$ cat src/rtl/operand_feeder.sv
// Edge-of-array operand transmitter: buffers one row/column from the host and streams it
// into a PE over the waiting/ready/finished handshake. Optional start skew: FEEDER_SKEW_EN.
module operand_feeder #(
    parameter int DATA_WIDTH = 32,
    parameter int DEPTH      = 16,
    parameter int SKEW       = 0
) (
    input  logic                  clk,
    input  logic                  rst,
    input  logic                  wr_en,
    input  logic [DATA_WIDTH-1:0] wr_data,
    output logic                  wr_full,
    input  logic                  clear,
    input  logic                  start,
    output logic                  busy,
    output logic                  done,
    output logic [DATA_WIDTH-1:0] out_data,
    output logic                  out_waiting,
    input  logic                  out_ready,
    output logic                  out_finished
);
    localparam int AW = $clog2(DEPTH);

    if (DEPTH < 2 || (DEPTH & (DEPTH - 1)) != 0 || SKEW < 0) begin : g_param_check
        $error("operand_feeder: DEPTH must be a power of two >= 2 and SKEW >= 0");
    end

    typedef enum logic [1:0] {
        IDLE,
        SEND,
        FINISH
`ifdef FEEDER_SKEW_EN
        , SKEW_WAIT
`endif
    } state_t;

    state_t                state_reg, state_next;
    logic [AW:0]           count_reg, count_next;
    logic [AW-1:0]         idx_reg, idx_next;
    logic                  waiting_reg, waiting_next;
    logic                  finished_reg, finished_next;
    logic                  done_reg, done_next;
    logic                  busy_reg;
    logic                  full_reg;
    logic [DATA_WIDTH-1:0] data_reg;
    logic                  rd_en;
    logic [AW-1:0]         rd_addr;
    logic                  wr_go;
    logic [DATA_WIDTH-1:0] mem [DEPTH];

`ifdef FEEDER_SKEW_EN
    localparam int SKW = (SKEW > 1) ? $clog2(SKEW) : 1;
    logic [SKW-1:0] skew_reg, skew_next;
`endif

    always_comb begin
        state_next    = state_reg;
        count_next    = count_reg;
        idx_next      = idx_reg;
        waiting_next  = waiting_reg;
        finished_next = finished_reg;
        done_next     = 1'b0;
        rd_en         = 1'b0;
        rd_addr       = idx_reg;
        wr_go         = 1'b0;
`ifdef FEEDER_SKEW_EN
        skew_next     = skew_reg;
`endif
        case (state_reg)
            IDLE: begin
                if (clear) begin
                    count_next = '0;
                end else if (start) begin
                    idx_next = '0;
                    if (count_reg == '0) begin
                        state_next    = FINISH;
                        finished_next = 1'b1;
                    end else
`ifdef FEEDER_SKEW_EN
                    if (SKEW > 0) begin
                        state_next = SKEW_WAIT;
                        skew_next  = '0;
                    end else
`endif
                    begin
                        state_next   = SEND;
                        waiting_next = 1'b1;
                        rd_en        = 1'b1;
                        rd_addr      = '0;
                    end
                end else if (wr_en && !full_reg) begin
                    wr_go      = 1'b1;
                    count_next = count_reg + (AW+1)'(1);
                end
            end
`ifdef FEEDER_SKEW_EN
            SKEW_WAIT: begin
                if (skew_reg == SKW'(SKEW - 1)) begin
                    state_next   = SEND;
                    waiting_next = 1'b1;
                    rd_en        = 1'b1;
                    rd_addr      = '0;
                end else begin
                    skew_next = skew_reg + SKW'(1);
                end
            end
`endif
            SEND: begin
                // A transfer happens on this edge; pre-fetch the next element or finish.
                if (out_ready) begin
                    if ({1'b0, idx_reg} == count_reg - (AW+1)'(1)) begin
                        state_next    = FINISH;
                        waiting_next  = 1'b0;
                        finished_next = 1'b1;
                    end else begin
                        idx_next = idx_reg + AW'(1);
                        rd_en    = 1'b1;
                        rd_addr  = idx_reg + AW'(1);
                    end
                end
            end
            FINISH: begin
                if (out_ready) begin
                    state_next    = IDLE;
                    finished_next = 1'b0;
                    done_next     = 1'b1;
                end
            end
            default: begin
                state_next    = IDLE;
                waiting_next  = 1'b0;
                finished_next = 1'b0;
            end
        endcase
    end

    always_ff @(posedge clk) begin
        if (!rst) begin
            state_reg    <= IDLE;
            count_reg    <= '0;
            idx_reg      <= '0;
            waiting_reg  <= 1'b0;
            finished_reg <= 1'b0;
            done_reg     <= 1'b0;
            busy_reg     <= 1'b0;
            full_reg     <= 1'b0;
`ifdef FEEDER_SKEW_EN
            skew_reg     <= '0;
`endif
        end else begin
            state_reg    <= state_next;
            count_reg    <= count_next;
            idx_reg      <= idx_next;
            waiting_reg  <= waiting_next;
            finished_reg <= finished_next;
            done_reg     <= done_next;
            busy_reg     <= (state_next != IDLE);
            full_reg     <= (count_next == (AW+1)'(DEPTH));
`ifdef FEEDER_SKEW_EN
            skew_reg     <= skew_next;
`endif
        end
    end

    // Buffer storage is never reset so it maps onto block RAM with a registered read port.
    always_ff @(posedge clk) begin
        if (rst && wr_go) begin
            mem[count_reg[AW-1:0]] <= wr_data;
        end
    end

    always_ff @(posedge clk) begin
        if (!rst) begin
            data_reg <= '0;
        end else if (rd_en) begin
            data_reg <= mem[rd_addr];
        end
    end

    assign wr_full      = full_reg;
    assign busy         = busy_reg;
    assign done         = done_reg;
    assign out_data     = data_reg;
    assign out_waiting  = waiting_reg;
    assign out_finished = finished_reg;
endmodule

$ cat config.mk
export PLATFORM = sky130hd
export DESIGN_NAME = operand_feeder
export DESIGN_NICKNAME = d
export VERILOG_FILES = /design/src/rtl/operand_feeder.sv
export SDC_FILE = /design/constraint.sdc
export NUM_CORES = 1
export LEC_CHECK = 0
export CAP_MARGIN = 0
export CORE_ASPECT_RATIO = 0.9
export CORE_MARGIN = 3
export CORE_UTILIZATION = 55
export DETAILED_ROUTE_END_ITERATION = 8
export MAX_ROUTING_LAYER = met4
export PLACE_DENSITY = 0.76
export SLEW_MARGIN = 30
export SYNTH_ARGS = -nofsm -noshare
export SYNTH_HDL_FRONTEND = slang
export SYNTH_SLANG_ARGS = --single-unit
$ cat constraint.sdc
create_clock -name clk -period 4.7 [get_ports clk]
set_input_delay 0.94 -clock clk [delete_from_list [all_inputs] [get_ports clk]]
set_output_delay 0.94 -clock clk [all_outputs]
set_load 0.01 [all_outputs]
==> results.json <==
{
  "status": "complete, no violations",
  "grt.total_usage": 0.244,
  "cts_root_buffer": "clkbuf_16",
  "rows": 68,
  "stdcell_area_um2": 25300,
  "crit_fanout": 65,
  "overflow": 0,
  "min_to": "out_data[9]$_SDFFE_PN0P_",
  "synth_cells": 1633,
  "synth_seq_cells": 560,
  "rsz0062_at_grt": "no",
  "cts.sinks": 560,
  "synth-xor-area-share": 0.00399,
  "finalHoldViolCount": 0,
  "grt_pass1_vias": 13100,
  "drc": 0,
  "power_density_nw_per_um2": 389,
  "ant_nets": 0,
  "via_count": 13600,
  "grt_start_max_net_pins": 160,
  "pin_count": 75,
  "r2r-start": "count_reg[0]$_SDFF_PN0_",
  "synth_top_family_by_area": "simple AND/OR/NAND/NOR gates",
  "nets": 1756,
  "areaGrowthSynthToFinish_pct": 15.3,
  "hold_class": "reg2reg",
  "num_antenna_cells": 0,
  "largest_register_ffs": 512,
  "skew_ns": 0.0261,
  "worst_pin_slew_ns": 0.913,
  "hpwl_um": 26600,
  "yosysWarnings": 0,
  "routabilityCongestion": 0.801,
  "postCtsSetupBuffers": 0,
  "slowest_stage": "or2_4",
  "crit_path_end_kind": "register",
  "maxCapViolCount": 0,
  "reg2reg_to": "out_data[23]$_SDFFE_PN0P_",
  "htreeDepth": 2,
  "wl_um": 50600,
  "fin_setup_tns_ns": 0,
  "antenna_found_initial": 0,
  "yosysUniqueCellTypes": 57,
  "layout-drive-gt1-share": 0.108,
  "ys.flop_type": "edfxtp_1",
  "post_cts_hold_buffer_count": 0,
  "cts_tree": "done",
  "ir_drop_mv": 0.344,
  "synth_edf_count": 512,
  "clock_path_buffers": 3,
  "synthesis.area_um2": 22000,
  "dp_slack_ns": 0.354,
  "drt-initial-drc-count": 1567,
  "synth_compound_area_frac": 0.0949,
  "insertion_delay_ns": 0.58,
  "fin_crit_sh": 0.813,
  "die_area_um2": 42400,
  "whs_path_depth": 2,
  "min_from": "out_data[9]$_SDFFE_PN0P_",
  "path_class": "reg2reg",
  "synthAdderAreaFrac": 0.00285,
  "timing.final.crit_period_ns": 3.82,
  "io_buffers": 74,
  "final_common_cell": "edfxtp_1",
  "synthSimpleGateAreaFrac": 0.116,
  "final_cell_mix": "edfxtp_1 (512), nand2_1 (453), a21oi_1 (174)",
  "reg2regPathDepth": 14,
  "worstPathArrival_ns": 4.32,
  "syn-num-nets": 1676,
  "synth.area.top_cells": "edfxtp_1 (70%), nand2_1 (7.8%), dfxtp_1 (4.4%)",
  "post_cts_resized": 0,
  "clkTransAtPathRegs_ns": 0.06,
  "critical_path.max_stage_delay_ns": 0.76,
  "max_freq_mhz": 262,
  "wl_per_cell_um": 22.2,
  "die_h_um": 196,
  "dr.pass1.iters": 7,
  "synth_top_area_frac": 0.700,
  "r2r_setup_slack_ns": 0.88,
  "grt_pass1_wl_um": 77400,
  "finalMaxSlewViolations": 0,
  "initial_core_util": 0.565,
  "dieWidth_um": 217,
  "path_common_cell": "buf_4",
  "core_area_um2": 38900,
  "worstPathCellList": "buf_4 > inv_1 > ha_1 > or4b_4 > a21oi_2 > a211oi_1 > buf_4 > a21boi_1 > or2_4 > buf_4 > a21oi_1 > nand2_1 > a31oi_1 > nand3_1",
  "place_area_um2": 23600,
  "worst_slack_ns": 0.880,
  "numCtsBuffers": 54,
  "synthMuxAreaShare": 0.0159,
  "avgSynthCellArea_um2": 13.5,
  "startpoint_type": "register",
  "cp.required_ns": 5.20,
  "slew_headroom": 0.391,
  "vias_per_cell": 5.98,
  "synthArstFlopShare": 0,
  "yosysTopAreaCell": "edfxtp_1",
  "leakage_nw": 8.90,
  "ys_seq_area_frac": 0.743,
  "setup_viol": 0
}
area by class of cell:
| class | instances | area, µm² |
|---|---|---|
| fill | 2674 | 13500 |
| inverter | 6 | 22.5 |
| clock buffer | 88 | 1600 |
| tap | 525 | 657 |
| clock inverter | 12 | 128 |
| timing repair buffer | 126 | 1300 |
| multi-input combinational | 965 | 5300 |
| sequential | 560 | 16300 |
critical path, delay by kind of cell, from the launching register on:
kind	cells	cell delay, ns
buffers and inverters	4	0.80
DFF	1	0.30
and+or+nand+nor	4	1.54
AOI/OAI and AO/OA	5	0.80
adders and majority gates	1	0.23
synth_stat cells, types with 8 or more instances:
| cell | n |
|---|---|
| buf_2 | 38 |
| buf_1 | 8 |
| nand3_1 | 96 |
| nand2_1 | 454 |
| a221oi_2 | 30 |
| clkbuf_1 | 45 |
| a31oi_1 | 34 |
| nor2_1 | 28 |
| a21oi_1 | 175 |
| edfxtp_1 | 512 |
| a221oi_1 | 32 |
| mux2i_1 | 35 |
| dfxtp_1 | 48 |
logic make-up after synthesis:
kind of cell	after synthesis
buffers and inverters	108
flip-flops	560
XOR/XNOR	10
multiplexers	35
AND/OR/NAND/NOR	615
adder cells (fa/ha/maj)	5
AO/OA/AOI/OAI	300
per-layer routing:
metal | wire, µm | track usage
met5 | 0 | -
met1 | 21000 | 0.337
met4 | 1290 | 0.0746
met3 | 4420 | 0.0395
met2 | 23800 | 0.378
per-stage QoR:
step	instances	hold WS (ns)	util	power (mW)
final	2282	0.493	0.652	9.86
after global routing	2282	0.531	0.652	10.1
after CTS	2281	0.501	0.651	9.91
after detailed placement	2181	0.484	0.607	5.77
after global placement	2181	0.477	0.607	5.76
after floorplan	1633	0.494	-	5.64
worst max-delay path by stage:
stage                                  startpoint                         to  slack [ns]  cells past startpoint
after floorplan                             start        mem[3][0]$_DFFE_PP_        0.11                      6
after global placement                      clear  out_data[24]$_SDFFE_PN0P_        0.56                     10
after detailed placement                    clear  out_data[23]$_SDFFE_PN0P_        0.35                     10
after CTS                 count_reg[0]$_SDFF_PN0_  out_data[23]$_SDFFE_PN0P_        0.63                     12
after global routing      count_reg[0]$_SDFF_PN0_  out_data[23]$_SDFFE_PN0P_        0.65                     14
final                     count_reg[0]$_SDFF_PN0_  out_data[23]$_SDFFE_PN0P_        0.88                     14
where the power goes:
group	internal [mW]	switching [mW]	total (mW)	leakage (nW)
Sequential	5.45	0.00993	5.46	4.99
Clock	2.43	1.76	4.19	0.841
Combinational	0.0726	0.140	0.213	3.07
Note: power is estimated with default switching activity, not from simulation.
